--- src/rtl/phys_bus_ctl.sv ---
// -----------------------------------------------------------------------------
// phys_bus_ctl
//   Runs one CPU data access on the physical memory bus. An access is accepted
//   in IDLE and its operands are latched. It is checked for an odd word address
//   and then for write protection. A clean access runs a single strobed bus
//   cycle that ends on mem_ack_i or on a timeout. The result is reported for
//   one ce cycle. The controller then waits for the CPU to drop req_i.
//
//   States
//     state     | meaning
//     ----------+-----------------------------------------------------------
//     S_IDLE    | no access in flight; accepts req_i and runs the checks
//     S_BUS     | mem_stb_o high; waits for mem_ack_i or the timeout
//     S_RESP    | done_o or fault_o high for one ce cycle
//     S_RELEASE | waits for req_i low so a held request is not re-issued
//
// Ports
//   clk, reset       clock; asynchronous active-high reset
//   ce               clock enable; all state holds while low
//   req_i .. wdata_i CPU request, direction, size, address, permission, data
//   rdata_o          read result; holds between read completions
//   done_o, fault_o  one-ce-cycle completion / abort flags
//   fault_cause_o    01 write-protect, 10 odd address, 11 timeout, 00 none
//   mem_*            physical bus: word address, lanes, data, strobe, ack
// -----------------------------------------------------------------------------
module phys_bus_ctl #(
  parameter int TIMEOUT = 64
) (
  input  logic        clk,
  input  logic        reset,
  input  logic        ce,
  input  logic        req_i,
  input  logic        we_i,
  input  logic        byte_i,
  input  logic [21:0] phaddr_i,
  input  logic        writable_i,
  input  logic [15:0] wdata_i,
  output logic [15:0] rdata_o,
  output logic        done_o,
  output logic        fault_o,
  output logic [1:0]  fault_cause_o,
  output logic [20:0] mem_addr_o,
  output logic [15:0] mem_wdata_o,
  output logic [1:0]  mem_be_o,
  output logic        mem_we_o,
  output logic        mem_stb_o,
  input  logic        mem_ack_i,
  input  logic [15:0] mem_rdata_i
);

  typedef enum logic [1:0] {
    S_IDLE    = 2'd0,
    S_BUS     = 2'd1,
    S_RESP    = 2'd2,
    S_RELEASE = 2'd3
  } state_t;

  localparam logic [7:0] CNT_TC     = 8'(TIMEOUT - 1);
  localparam logic [1:0] CAUSE_NONE = 2'b00;
  localparam logic [1:0] CAUSE_WP   = 2'b01;
  localparam logic [1:0] CAUSE_ODD  = 2'b10;
  localparam logic [1:0] CAUSE_TMO  = 2'b11;

  state_t      state_q, state_d;
  logic [7:0]  cnt_q, cnt_d;
  logic [1:0]  cause_q, cause_d;
  logic        latch_en;
  logic        capture_en;

  logic [21:0] addr_q;
  logic        we_q;
  logic        byte_q;
  logic        writable_q;
  logic [15:0] wdata_q;
  logic [7:0]  rd_lane;
  logic [1:0]  lanes;

  // State, timeout counter and result cause.
  always_ff @(posedge clk or posedge reset) begin
    if (reset) begin
      state_q <= S_IDLE;
      cnt_q   <= 8'd0;
      cause_q <= CAUSE_NONE;
    end else if (ce) begin
      state_q <= state_d;
      cnt_q   <= cnt_d;
      cause_q <= cause_d;
    end
  end

  // Request operands, captured once per accepted access.
  always_ff @(posedge clk or posedge reset) begin
    if (reset) begin
      addr_q     <= 22'd0;
      we_q       <= 1'b0;
      byte_q     <= 1'b0;
      writable_q <= 1'b0;
      wdata_q    <= 16'd0;
    end else if (ce && latch_en) begin
      addr_q     <= phaddr_i;
      we_q       <= we_i;
      byte_q     <= byte_i;
      writable_q <= writable_i;
      wdata_q    <= wdata_i;
    end
  end

  // Read data only updates on an acknowledged read.
  assign rd_lane = addr_q[0] ? mem_rdata_i[15:8] : mem_rdata_i[7:0];

  always_ff @(posedge clk or posedge reset) begin
    if (reset) begin
      rdata_o <= 16'd0;
    end else if (ce && capture_en) begin
      rdata_o <= byte_q ? {8'h00, rd_lane} : mem_rdata_i;
    end
  end

  assign lanes = !byte_q   ? 2'b11 :
                 addr_q[0] ? 2'b10 : 2'b01;

  always_comb begin
    state_d       = state_q;
    cnt_d         = cnt_q;
    cause_d       = cause_q;
    latch_en      = 1'b0;
    capture_en    = 1'b0;
    done_o        = 1'b0;
    fault_o       = 1'b0;
    fault_cause_o = CAUSE_NONE;
    mem_stb_o     = 1'b0;
    mem_we_o      = 1'b0;
    mem_be_o      = 2'b00;
    mem_addr_o    = addr_q[21:1];
    mem_wdata_o   = byte_q ? {wdata_q[7:0], wdata_q[7:0]} : wdata_q;

    case (state_q)
      S_IDLE: begin
        if (req_i) begin
          latch_en = 1'b1;
          // The odd-address check outranks write protection.
          if (!byte_i && phaddr_i[0]) begin
            cause_d = CAUSE_ODD;
            state_d = S_RESP;
          end else if (we_i && !writable_i) begin
            cause_d = CAUSE_WP;
            state_d = S_RESP;
          end else begin
            cause_d = CAUSE_NONE;
            cnt_d   = 8'd0;
            state_d = S_BUS;
          end
        end
      end

      S_BUS: begin
        mem_stb_o = 1'b1;
        // writable_q is redundant here because a protected write never reaches
        // S_BUS. It still keeps a write strobe off the bus if that ever breaks.
        mem_we_o  = we_q && writable_q;
        mem_be_o  = lanes;
        // An ack on the terminal-count edge still completes successfully.
        if (mem_ack_i) begin
          capture_en = !we_q;
          cause_d    = CAUSE_NONE;
          state_d    = S_RESP;
        end else if (cnt_q == CNT_TC) begin
          cause_d = CAUSE_TMO;
          state_d = S_RESP;
        end else begin
          cnt_d = cnt_q + 8'd1;
        end
      end

      S_RESP: begin
        done_o        = (cause_q == CAUSE_NONE);
        fault_o       = (cause_q != CAUSE_NONE);
        fault_cause_o = cause_q;
        state_d       = S_RELEASE;
      end

      S_RELEASE: begin
        if (!req_i) begin
          state_d = S_IDLE;
        end
      end

      default: state_d = S_IDLE;
    endcase
  end

endmodule

--- config.mk ---
export PLATFORM = sky130hd
export DESIGN_NAME = phys_bus_ctl
export DESIGN_NICKNAME = d
export VERILOG_FILES = /design/src/rtl/phys_bus_ctl.sv
export SDC_FILE = /design/constraint.sdc
export NUM_CORES = 1
export LEC_CHECK = 0
export ABC_AREA = 1
export BUFFER_PORTS_ARGS = -buffer_cell sky130_fd_sc_hd__buf_2
export CAP_MARGIN = 20
export CORE_ASPECT_RATIO = 0.8
export CORE_MARGIN = 2
export CORE_UTILIZATION = 30
export DETAILED_ROUTE_END_ITERATION = 10
export GPL_ROUTABILITY_DRIVEN = 0
export PLACE_DENSITY = 0.55
export SKIP_CTS_REPAIR_TIMING = 1
export SYNTH_ARGS = -nofsm -noshare
export SYNTH_HDL_FRONTEND = slang
export SYNTH_SLANG_ARGS = --single-unit
--- constraint.sdc ---
create_clock -name clk -period 2.3 [get_ports clk]
set_clock_uncertainty 0.05 [all_clocks]
set_input_delay 0.115 -clock clk [delete_from_list [all_inputs] [get_ports clk]]
set_output_delay 0.115 -clock clk [all_outputs]
set_load 0.05 [all_outputs]
==> reports/results.md, run 1 <==
| Metric | Value | Unit |
|---|---|---|
| Status | complete, no violations | - |
| Number of sinks on the clock net | 69 | - |
| Depth of the CTS H-tree | 3 | - |
| Die outline area | 12300 | um2 |
| Number of nets still failing antenna checks after routing | 0 | - |
| Via count normalized by instance count | 4.34 | - |
| Count of final setup violators | 0 | - |
| Final nets | 576 | - |
| Antenna diode count | 0 | - |
| Number of storage elements in the synthesis netlist | 69 | - |
| Type of the worst min-delay path | in2reg | - |
| Final hold slack | 0.00255 | ns |
| Sequential element share of the synthesized area | 50.6 | % |
| Initial cell density of the core | 31.1 | % |
| DR pass1 iterations | 4 | - |
| Cells after DPL | 603 | - |
| Startpoint of the worst hold path | wdata_i[15] | - |
| Post-detail-place hpwl | 5790 | um |
| Clock tree from TritonCTS | done | - |
| Max-cap violation count | 0 | - |
| Portion of the clock cycle consumed by the worst path in the final layout | 88.3 | % |
| Design area | 4690 | um2 |
| Arrival time of the worst setup path | 1.87 | ns |
| Shortest clock period the worst path allows after layout | 2.03 | ns |
| Combined area of all synthesized cells | 3410 | um2 |
| Transition time at the pin with the least slew margin | 0.387 | ns |
| Wire length reported by the detailed router | 8290 | um |
| Crit start category | register | - |
| Total negative setup slack | 0 | ns |
| Global-route wire length before repair | 13300 | um |
| Achievable clock frequency | 0.492 | GHz |
| Post-Synthesis Mean Instance Area | 9.23 | um2 |
| Area delta synth->final | 37.4 | % |
| Count of warnings emitted by yosys | 0 | - |
| Top routing layer used | met4 | - |
| Fraction of final layout cells with drive strength greater than 1 | 35.5 | % |
| Post-Syn Nets | 437 | - |
| Detail Route met2 WL | 3830 | um |
| Most frequent cells in the layout | sky130_fd_sc_hd__buf_2, sky130_fd_sc_hd__nand2_1, sky130_fd_sc_hd__dfrtp_1 | - |
| DRT iter0 DRCs | 130 | - |
| Number of clock buffers inserted by TritonCTS | 9 | - |
| # rows | 34 | - |
| Largest buffer count on any clock path | 2 | - |
| Vert. Die Dim | 99.4 | um |
| Leak pwr | 2.40 | nW |
| Number of max-slew violations in the final report | 0 | - |
| Standard cell core area | 11000 | um2 |
| Beginning of the critical path | state_q[1]$_DFFE_PP0P_ | - |
| Detailed-route via count | 2849 | - |
| Number of antenna violations at the first check in global routing | 0 | - |
| Buffers added on ports | 122 | - |
| Total cell area at the placement stage | 4020 | um2 |
| Met3 wire length | 564 | um |
| Average routed wire per standard cell | 12.6 | um |
| Startpoint of the worst register-to-register path | state_q[0]$_DFFE_PP0P_ | - |
| Highest net fanout along the worst path | 12 | - |
| Required time worst endpoint | 2.13 | ns |
| GRT overflow | 0 | - |
| Most frequent standard cell in the layout excluding fill and tap cells | sky130_fd_sc_hd__buf_2 | - |
| Clock latency of the later-clocked register in the worst-skew pair | 0.32 | ns |
| IR drop worst, VDD | 0.833 | mV |
| DRC | 0 | - |
| Global routing usage summed across all routing layers | 14.1 | % |
| Count of cell types in the netlist | 22 | - |
| M1 WL | 3810 | um |
| Final Instance Count excl. Fillers | 656 | - |
| CP endpoint kind | output port | - |
| Normalized max-slew margin | 74.2 | % |
| Horizontal die dimension | 123 | um |
| Unrepaired setup endpoints after global routing | no | - |
| Cell count after synthesis | 370 | - |
| Power per unit of standard cell area | 1590 | nW/um2 |
| Clock root buffer master | sky130_fd_sc_hd__clkbuf_16 | - |
| WS Path Type | reg2out | - |
| Number of endpoints with negative hold slack in the final report | 0 | - |
| Io pins | 123 | - |
| Largest net degree at the start of global routing | 70 | - |
| Clock transition time at the flip-flop clock pins of the worst setup and hold paths | 0.05 | ns |
| Vias in the first global route | 2721 | - |
[area by class of cell]
cell class              instances  area (um2)
flip-flops and latches         69        1730
fillers                      1102        6290
well taps                     144         180
clock inverters                 2        35.0
clock buffers                  12         246
inverters                      31         116
repair buffers                167        1070
multi-input cells             231        1310
[stage by stage]
| step | utilization (%) | power [W] | worst slack, ns |
|---|---|---|---|
| after detailed placement | 36.6 | 0.00611 | 0.505 |
| after global placement | 36.6 | 0.00606 | 0.556 |
| after floorplan | - | 0.00551 | 0.0544 |
| after global routing | 42.7 | 0.00792 | 0.137 |
| after CTS | 39.2 | 0.00747 | 0.246 |
| final | 42.7 | 0.00744 | 0.268 |
[layer usage]
layer,up-vias,track usage [%]
li1,1436,-
met1,1327,17.8
met2,77,22.1
met3,9,5.96
met4,0,3.93
met5,-,0
[cells by family after synthesis]
kind of cell	count (synthesis)	share of synthesized area (%)
AOI/OAI and AO/OA	25	4.11
and+or+nand+nor	163	19.9
xor gates and xnor gates	1	0.257
muxes	37	12.2
buffers and inverters	70	11.1
adders and majority gates	5	1.83
DFF	69	50.6
[power breakdown]
part	leakage (nW)	internal [W]	switching [W]
clock	0.139	0.000855	0.000472
combinational	1.43	0.00106	0.00296
sequential	0.838	0.00177	0.000326
[synthesized netlist by cell type (all sizes together)]
| library cell | n | area, um2 |
|---|---|---|
| nor3 | 1 | 10.0 |
| o21ai | 13 | 65.1 |
| dfrtp | 69 | 1730 |
| inv | 30 | 113 |
| nand3 | 20 | 105 |
| buf | 36 | 253 |
| a31oi | 8 | 50.1 |
| mux2 | 37 | 417 |
| nor3b | 2 | 15.0 |
| clkbuf | 3 | 11.3 |
| o21bai | 2 | 15.0 |
| nor2 | 27 | 109 |
| nand2 | 108 | 408 |
| nand4 | 5 | 31.3 |
| clkinv | 1 | 3.75 |
| a21oi | 2 | 10.0 |
| xor2 | 1 | 8.76 |
| ha | 5 | 62.6 |
[final timing paths]
kind	endpoint	slack (ns)	cells past startpoint
setup / recovery	mem_be_o[1]	0.27	6
hold / removal	wdata_q[15]$_DFFE_PP0P_	0.003	3
setup reg to reg	cnt_q[1]$_DFFE_PP0P_	0.51	9
hold reg to reg	addr_q[15]$_DFFE_PP0P_	0.45	1
max in group asynchronous	wdata_q[10]$_DFFE_PP0P_	1.53	4
min in group asynchronous	cause_q[1]$_DFFE_PP0P_	0.35	4
[registers in the layout (all words and copies together), names as in the netlist]
| signal | flops |
|---|---|
| rdata_o | 16 |
| cause_q | 2 |
| cnt_q | 8 |
| wdata_q | 16 |
| writable_q | 1 |
| state_q | 2 |
| byte_q | 1 |
| we_q | 1 |
| addr_q | 22 |
[worst max-delay path: stages, from the launching register on]
cell                      delay (ns)
sky130_fd_sc_hd__dfrtp_1        0.41
sky130_fd_sc_hd__inv_1          0.10
sky130_fd_sc_hd__ha_1           0.27
sky130_fd_sc_hd__inv_1          0.09
sky130_fd_sc_hd__buf_4          0.20
sky130_fd_sc_hd__nor2_1         0.19
sky130_fd_sc_hd__buf_2          0.30
Power figures use the tool's default switching activity.
==> inputs of run 2 (changes only) <==
Settings changed: CTS_BUF_LIST set to sky130_fd_sc_hd__clkbuf_16.
==> run 2 against run 1 <==
Count of clock-buffer cells in the layout decreased by 3; register-to-register slack about the same; via count about the same; sequential cell count unchanged; highest routed layer unchanged; non-clock buffer count is the same; fmax about the same; combinational power hardly changed; critical path type unchanged.
==> reports/results.md, run 2 (synthesis gave the netlist of run 1 again) <==
| Metric | Value | Unit |
|---|---|---|
| Die outline area | 12300 | um2 |
| Required time worst endpoint | 2.13 | ns |
| Buffers added on ports | 122 | - |
| PnR worst setup slack | 0.269 | ns |
| Flip-flop count of the largest register after layout | 22 | - |
| Vias in the first global route | 2721 | - |
| IR drop worst, VDD | 0.833 | mV |
| Area delta synth->final | 37.1 | % |
| Startpoint of the worst register-to-register path | state_q[0]$_DFFE_PP0P_ | - |
| Fillcell total | 1103 | - |
| Beginning of the critical path | state_q[1]$_DFFE_PP0P_ | - |
| Most frequent standard cell in the layout excluding fill and tap cells | sky130_fd_sc_hd__buf_2 | - |
| Worst-path cell with the longest stage delay | sky130_fd_sc_hd__dfrtp_1 | - |
| Portion of the clock cycle consumed by the worst path in the final layout | 88.3 | % |
| Clock latency of the later-clocked register in the worst-skew pair | 0.32 | ns |
| Transition time at the pin with the least slew margin | 0.382 | ns |
| Final Instance Count excl. Fillers | 656 | - |
| Max-cap violation count | 0 | - |
| Number of clock buffers inserted by TritonCTS | 9 | - |
| DR pass1 iterations | 4 | - |
| Average routed wire per standard cell | 12.7 | um |
| DRC | 0 | - |
| DRT iter0 DRCs | 133 | - |
| Fraction of final layout cells with drive strength greater than 1 | 35.4 | % |
| Clock root buffer master | sky130_fd_sc_hd__clkbuf_16 | - |
| Initial cell density of the core | 31.1 | % |
| Area occupied by registers | 1730 | um2 |
| Area of the multi-input gates | 1310 | um2 |
| Number of sinks on the clock net | 69 | - |
| Number of max-slew violations in the final report | 0 | - |
| Most common cell on crit path | sky130_fd_sc_hd__inv_1 | - |
| Number of nets still failing antenna checks after routing | 0 | - |
| Horizontal die dimension | 123 | um |
| Vert. Die Dim | 99.4 | um |
| Count of final setup violators | 0 | - |
| Clock transition time at the flip-flop clock pins of the worst setup and hold paths | 0.05 | ns |
| Unrepaired setup endpoints after global routing | no | - |
| Wire length reported by the detailed router | 8300 | um |
| Arrival time of the worst setup path | 1.87 | ns |
| Type of the worst min-delay path | in2reg | - |
| CP endpoint kind | output port | - |
| Final nets | 576 | - |
| Peak per-stage delay on the critical path | 0.41 | ns |
| Number of endpoints with negative hold slack in the final report | 0 | - |
| Total negative setup slack | 0 | ns |
| Crit start category | register | - |
| Most frequent cells in the layout | sky130_fd_sc_hd__buf_2, sky130_fd_sc_hd__nand2_1, sky130_fd_sc_hd__dfrtp_1 | - |
| Largest buffer count on any clock path | 2 | - |
| Achievable clock frequency | 0.492 | GHz |
| WS Path Type | reg2out | - |
| Pre-CTS WS | 0.505 | ns |
| Depth of the CTS H-tree | 3 | - |
| Register ranked first by flip-flop count | addr_q | - |
| Setup slack on the worst flop-to-flop path | 0.52 | ns |
| Detailed-route via count | 2851 | - |
| Clock tree from TritonCTS | done | - |
| GRT overflow | 0 | - |
| Global-route wire length before repair | 13300 | um |
| Post-detail-place hpwl | 5790 | um |
| Global routing usage summed across all routing layers | 14.1 | % |
| # rows | 34 | - |
| Cells after DPL | 603 | - |
| Largest registers | addr_q: 22 flops, rdata_o: 16 flops, wdata_q: 16 flops | - |
| Shortest clock period the worst path allows after layout | 2.03 | ns |
| Via count normalized by instance count | 4.35 | - |
| Number of antenna violations at the first check in global routing | 0 | - |
| Normalized max-slew margin | 74.4 | % |
| Highest net fanout along the worst path | 12 | - |
| Total power | 0.00740 | W |
| Power per unit of standard cell area | 1580 | nW/um2 |
| Cells traversed along the worst timing path | inv_1 -> ha_1 -> inv_1 -> buf_4 -> nor2_1 -> buf_2 | - |
| Leak pwr | 2.41 | nW |
| Standard cell core area | 11000 | um2 |
| Status | complete, no violations | - |
| Io pins | 123 | - |
| Startpoint of the worst hold path | wdata_i[15] | - |
| Largest net degree at the start of global routing | 70 | - |
| Antenna diode count | 0 | - |
## run 2: cell count changes in the layout (fill, tap and decap cells not counted), sizes merged
cell    previous run  this run
clkbuf            12         9
clkinv             2         3
inv               30        32
## run 2: routing by layer
metal | share of wire [%] | GRT usage (%)
met1 | 46 | 17.8
met5 | 0 | 0
met2 | 46 | 22.1
met3 | 7.2 | 5.96
met4 | 1.1 | 3.93
## run 2: where the power goes
| group | internal [W] | switching [W] |
|---|---|---|
| sequential | 0.00177 | 0.000326 |
| clock | 0.000812 | 0.000471 |
| combinational | 0.00106 | 0.00296 |
## run 2: per-stage QoR
step | area (um2) | hold slack (ns) | utilization (%)
floorplan | 3410 | 0.215 | -
global placement | 4020 | 0.177 | 36.6
detailed placement | 4020 | 0.183 | 36.6
CTS | 4290 | -0.166 | 39.1
global route | 4680 | 0.00542 | 42.6
finish | 4680 | 0.00234 | 42.6
## run 2: path summary, 6_finish.rpt
path / depth (start not counted) / endpoint
min reg2reg: 1 / addr_q[15]$_DFFE_PP0P_
max reg2reg: 9 / cnt_q[1]$_DFFE_PP0P_
min: 3 / wdata_q[15]$_DFFE_PP0P_
max in group asynchronous: 4 / wdata_q[10]$_DFFE_PP0P_
min in group asynchronous: 4 / cause_q[1]$_DFFE_PP0P_
max: 6 / mem_be_o[1]
## run 2: final cells by class
class	instances	area share (%)
sequential	69	36.9
timing repair buffer	167	22.9
clock inverter	5	0.990
multi-input combinational	231	28.1
inverter	31	2.49
tap	144	3.85
clock buffer	9	4.81
## run 2: worst max-delay path: cells and delay by family (launching register included)
family                   cells  cell delay, ns
adder cells (fa/ha/maj)      1            0.27
buffers and inverters        4            0.68
flip-flops                   1            0.41
AND/OR/NAND/NOR              1            0.19
==> inputs of run 3 (changes only) <==
Settings changed: ABC_AREA 1 to not set.
==> run 3 against run 2 <==
The run now ends with negative hold slack left; fmax is 0.78% higher; die area up 0.21%; combinational power down 2%; via count shrank 7.5%; count of clock-buffer cells in the layout is the same; sequential power about the same; highest routed layer unchanged; critical endpoint is now mem_we_o; critical path type unchanged; non-clock buffer count increased by 3.
==> reports/results.md, run 3 <==
| Metric | Value | Unit |
|---|---|---|
| Post-Syn Nets | 359 | - |
| Violations in the final reports | negative hold slack | - |
| Unrepaired setup endpoints after global routing | no | - |
| Number of clock buffers inserted by TritonCTS | 9 | - |
| Via count normalized by instance count | 4.53 | - |
| Number of max-slew violations in the final report | 0 | - |
| Global-route wire length before repair | 11600 | um |
| Total cell area at the placement stage | 4000 | um2 |
| Number of endpoints with negative hold slack in the final report | 1 | - |
| Fillcell total | 1075 | - |
| # rows | 34 | - |
| Final hold slack | -0.00224 | ns |
| Sequential element share of the synthesized area | 50.5 | % |
| Number of nets still failing antenna checks after routing | 0 | - |
| Asr flop ratio synth | 100 | % |
| Clock transition time at the flip-flop clock pins of the worst setup and hold paths | 0.06 | ns |
| Arrival time of the worst setup path | 1.85 | ns |
| Commonest cells in the synthesized netlist | sky130_fd_sc_hd__dfrtp_1, sky130_fd_sc_hd__mux2_1, sky130_fd_sc_hd__buf_4, sky130_fd_sc_hd__nand2_1, sky130_fd_sc_hd__o21ai_1 | - |
| Initial cell density of the core | 31.2 | % |
| Max-cap violation count | 0 | - |
| Leak pwr | 2.27 | nW |
| Wire length reported by the detailed router | 7700 | um |
| Most frequent cells in the layout | sky130_fd_sc_hd__buf_2, sky130_fd_sc_hd__dfrtp_1, sky130_fd_sc_hd__dlygate4sd3_1 | - |
| Worst-path cell with the longest stage delay | sky130_fd_sc_hd__ha_1 | - |
| Number of sinks on the clock net | 69 | - |
| Number of antenna violations at the first check in global routing | 0 | - |
| Register ranked first by flip-flop count | addr_q | - |
| Main combinational cell family by area after synthesis | multiplexers | - |
| Final Instance Count excl. Fillers | 582 | - |
| Antenna diode count | 0 | - |
| DRT iter0 DRCs | 152 | - |
| Fraction of the mapped netlist area in compound gates | 9.03 | % |
| Clock tree from TritonCTS | done | - |
| Area delta synth->final | 36.9 | % |
| Status | finished with violations | - |
| Cells traversed along the worst timing path | inv_1 -> ha_1 -> and3_1 -> buf_2 | - |
| Largest net degree at the start of global routing | 33 | - |
| WS Path Type | reg2out | - |
| Most frequent standard cell in the layout excluding fill and tap cells | sky130_fd_sc_hd__buf_2 | - |
| Clock root buffer master | sky130_fd_sc_hd__clkbuf_16 | - |
| Required time worst endpoint | 2.13 | ns |
| Number of storage elements in the synthesis netlist | 69 | - |
| Normalized max-slew margin | 60.4 | % |
| CP endpoint kind | output port | - |
| Post-Synthesis Mean Instance Area | 11.7 | um2 |
| Buffers added on ports | 122 | - |
| Multiplexer fraction of the synthesized cell area | 19.8 | % |
| Cells after DPL | 524 | - |
| Area share of xor/xnor cells in the synthesized design | 0 | % |
| Design area | 4680 | um2 |
| Highest net fanout along the worst path | 18 | - |
| Count of warnings emitted by yosys | 0 | - |
| Io pins | 123 | - |
| Combined area of all synthesized cells | 3420 | um2 |
| Simple-gate portion of the synthesized area | 10.4 | % |
| Transition time at the pin with the least slew margin | 0.593 | ns |
| Top FF cell, synth | sky130_fd_sc_hd__dfrtp_1 | - |
| Post-Synth Adder-Cell Area | 1.83 | % |
| Die outline area | 12300 | um2 |
| Count of cell types in the netlist | 44 | - |
| Achievable clock frequency | 0.496 | GHz |
| DRC | 0 | - |
| Leading cell type by number of instances after synthesis | sky130_fd_sc_hd__dfrtp_1 | - |
| Depth of the CTS H-tree | 3 | - |
| Fraction of final layout cells with drive strength greater than 1 | 38.1 | % |
| IR drop worst, VDD | 0.868 | mV |
| Type of the worst min-delay path | in2reg | - |
| Total negative setup slack | 0 | ns |
| Power per unit of standard cell area | 1550 | nW/um2 |
| Total power | 0.00727 | W |
| DR pass1 iterations | 4 | - |
| Largest buffer count on any clock path | 2 | - |
| Average routed wire per standard cell | 13.2 | um |
| Flip-flop count of the largest register after layout | 22 | - |
| Post-synth EDFFs | 0 | - |
| GRT overflow | 0 | - |
| Area contributors post-synth | sky130_fd_sc_hd__dfrtp_1, sky130_fd_sc_hd__mux2_1, sky130_fd_sc_hd__buf_4, sky130_fd_sc_hd__mux2_2, sky130_fd_sc_hd__mux2i_1 | - |
| Largest delay contributor family on the critical path | adder cells | - |
| Global routing usage summed across all routing layers | 12.3 | % |
| Detailed-route via count | 2637 | - |
| Horizontal die dimension | 123 | um |
| Standard cell core area | 11000 | um2 |
| Area occupied by registers | 1730 | um2 |
| Clock latency of the later-clocked register in the worst-skew pair | 0.32 | ns |
| Count of buffering cells on the critical path with inverters included | 2 | - |
| Post-detail-place hpwl | 5610 | um |
| Crit start category | register | - |
| Area of the multi-input gates | 1410 | um2 |
| Vert. Die Dim | 99.5 | um |
| Peak per-stage delay on the critical path | 0.49 | ns |
| Cell count after synthesis | 292 | - |
| Largest registers | addr_q: 22 flops, rdata_o: 16 flops, wdata_q: 16 flops | - |
| Shortest clock period the worst path allows after layout | 2.02 | ns |
| Vias in the first global route | 2384 | - |
| Count of final setup violators | 0 | - |
| Cell taking the most area after synthesis | sky130_fd_sc_hd__dfrtp_1 | - |
| Final nets | 500 | - |
| Portion of the clock cycle consumed by the worst path in the final layout | 87.6 | % |
| Proportion of netlist area held by the largest area contributor | 50.5 | % |
==> run 3: cell type report <==
class	instances	area share, %
multi-input cells	177	30.1
inverters	6	0.481
clock inverters	7	0.908
well taps	144	3.85
repair buffers	170	23.0
clock buffers	9	4.81
flip-flops and latches	69	36.9
==> run 3: tightest hold or removal path, cell delays in order <==
cell and delay (ns):
sky130_fd_sc_hd__buf_2 0.10, sky130_fd_sc_hd__nand2b_1 0.06, sky130_fd_sc_hd__o21ai_1 0.05
==> run 3: routing by layer <==
metal / wire length [um] / global-route usage [%]
met3: 536 / 4.53
met1: 3520 / 15.3
met2: 3560 / 19.7
met5: 0 / 0
met4: 84 / 3.67
==> run 3: per-stage QoR <==
step	util (%)	setup slack, ns	hold WS [ns]
after floorplan	-	-0.0104	0.197
after detailed placement	36.4	0.311	0.181
after global placement	36.4	0.330	0.174
final	42.7	0.285	-0.00224
after CTS	38.8	0.262	-0.172
after global routing	42.7	0.116	0.00140
==> run 3: final timing paths <==
path,from,end,slack [ns],cells after the start
worst max-delay path,state_q[1]$_DFFE_PP0P_,mem_we_o,0.28,4
worst min-delay path,mem_rdata_i[12],rdata_o[12]$_DFFE_PP0P_,-0.002,3
worst max register to register,state_q[1]$_DFFE_PP0P_,cnt_q[0]$_DFFE_PP0P_,0.30,5
worst min register to register,rdata_o[14]$_DFFE_PP0P_,rdata_o[14]$_DFFE_PP0P_,0.42,2
max in group asynchronous,reset,rdata_o[7]$_DFFE_PP0P_,1.06,4
min in group asynchronous,reset,addr_q[18]$_DFFE_PP0P_,0.37,3
==> run 3: cell families after synthesis <==
group,Yosys count
compound gates,51
flops,69
fa+ha+maj,5
simple gates,60
mux,61
buf+inv,46
==> run 3: report_power, final <==
part	switching [W]	total (W)	internal (W)
Combinational	0.00283	0.00395	0.00112
Clock	0.000507	0.00123	0.000720
Sequential	0.000337	0.00210	0.00176
Total	0.00368	0.00727	0.00360
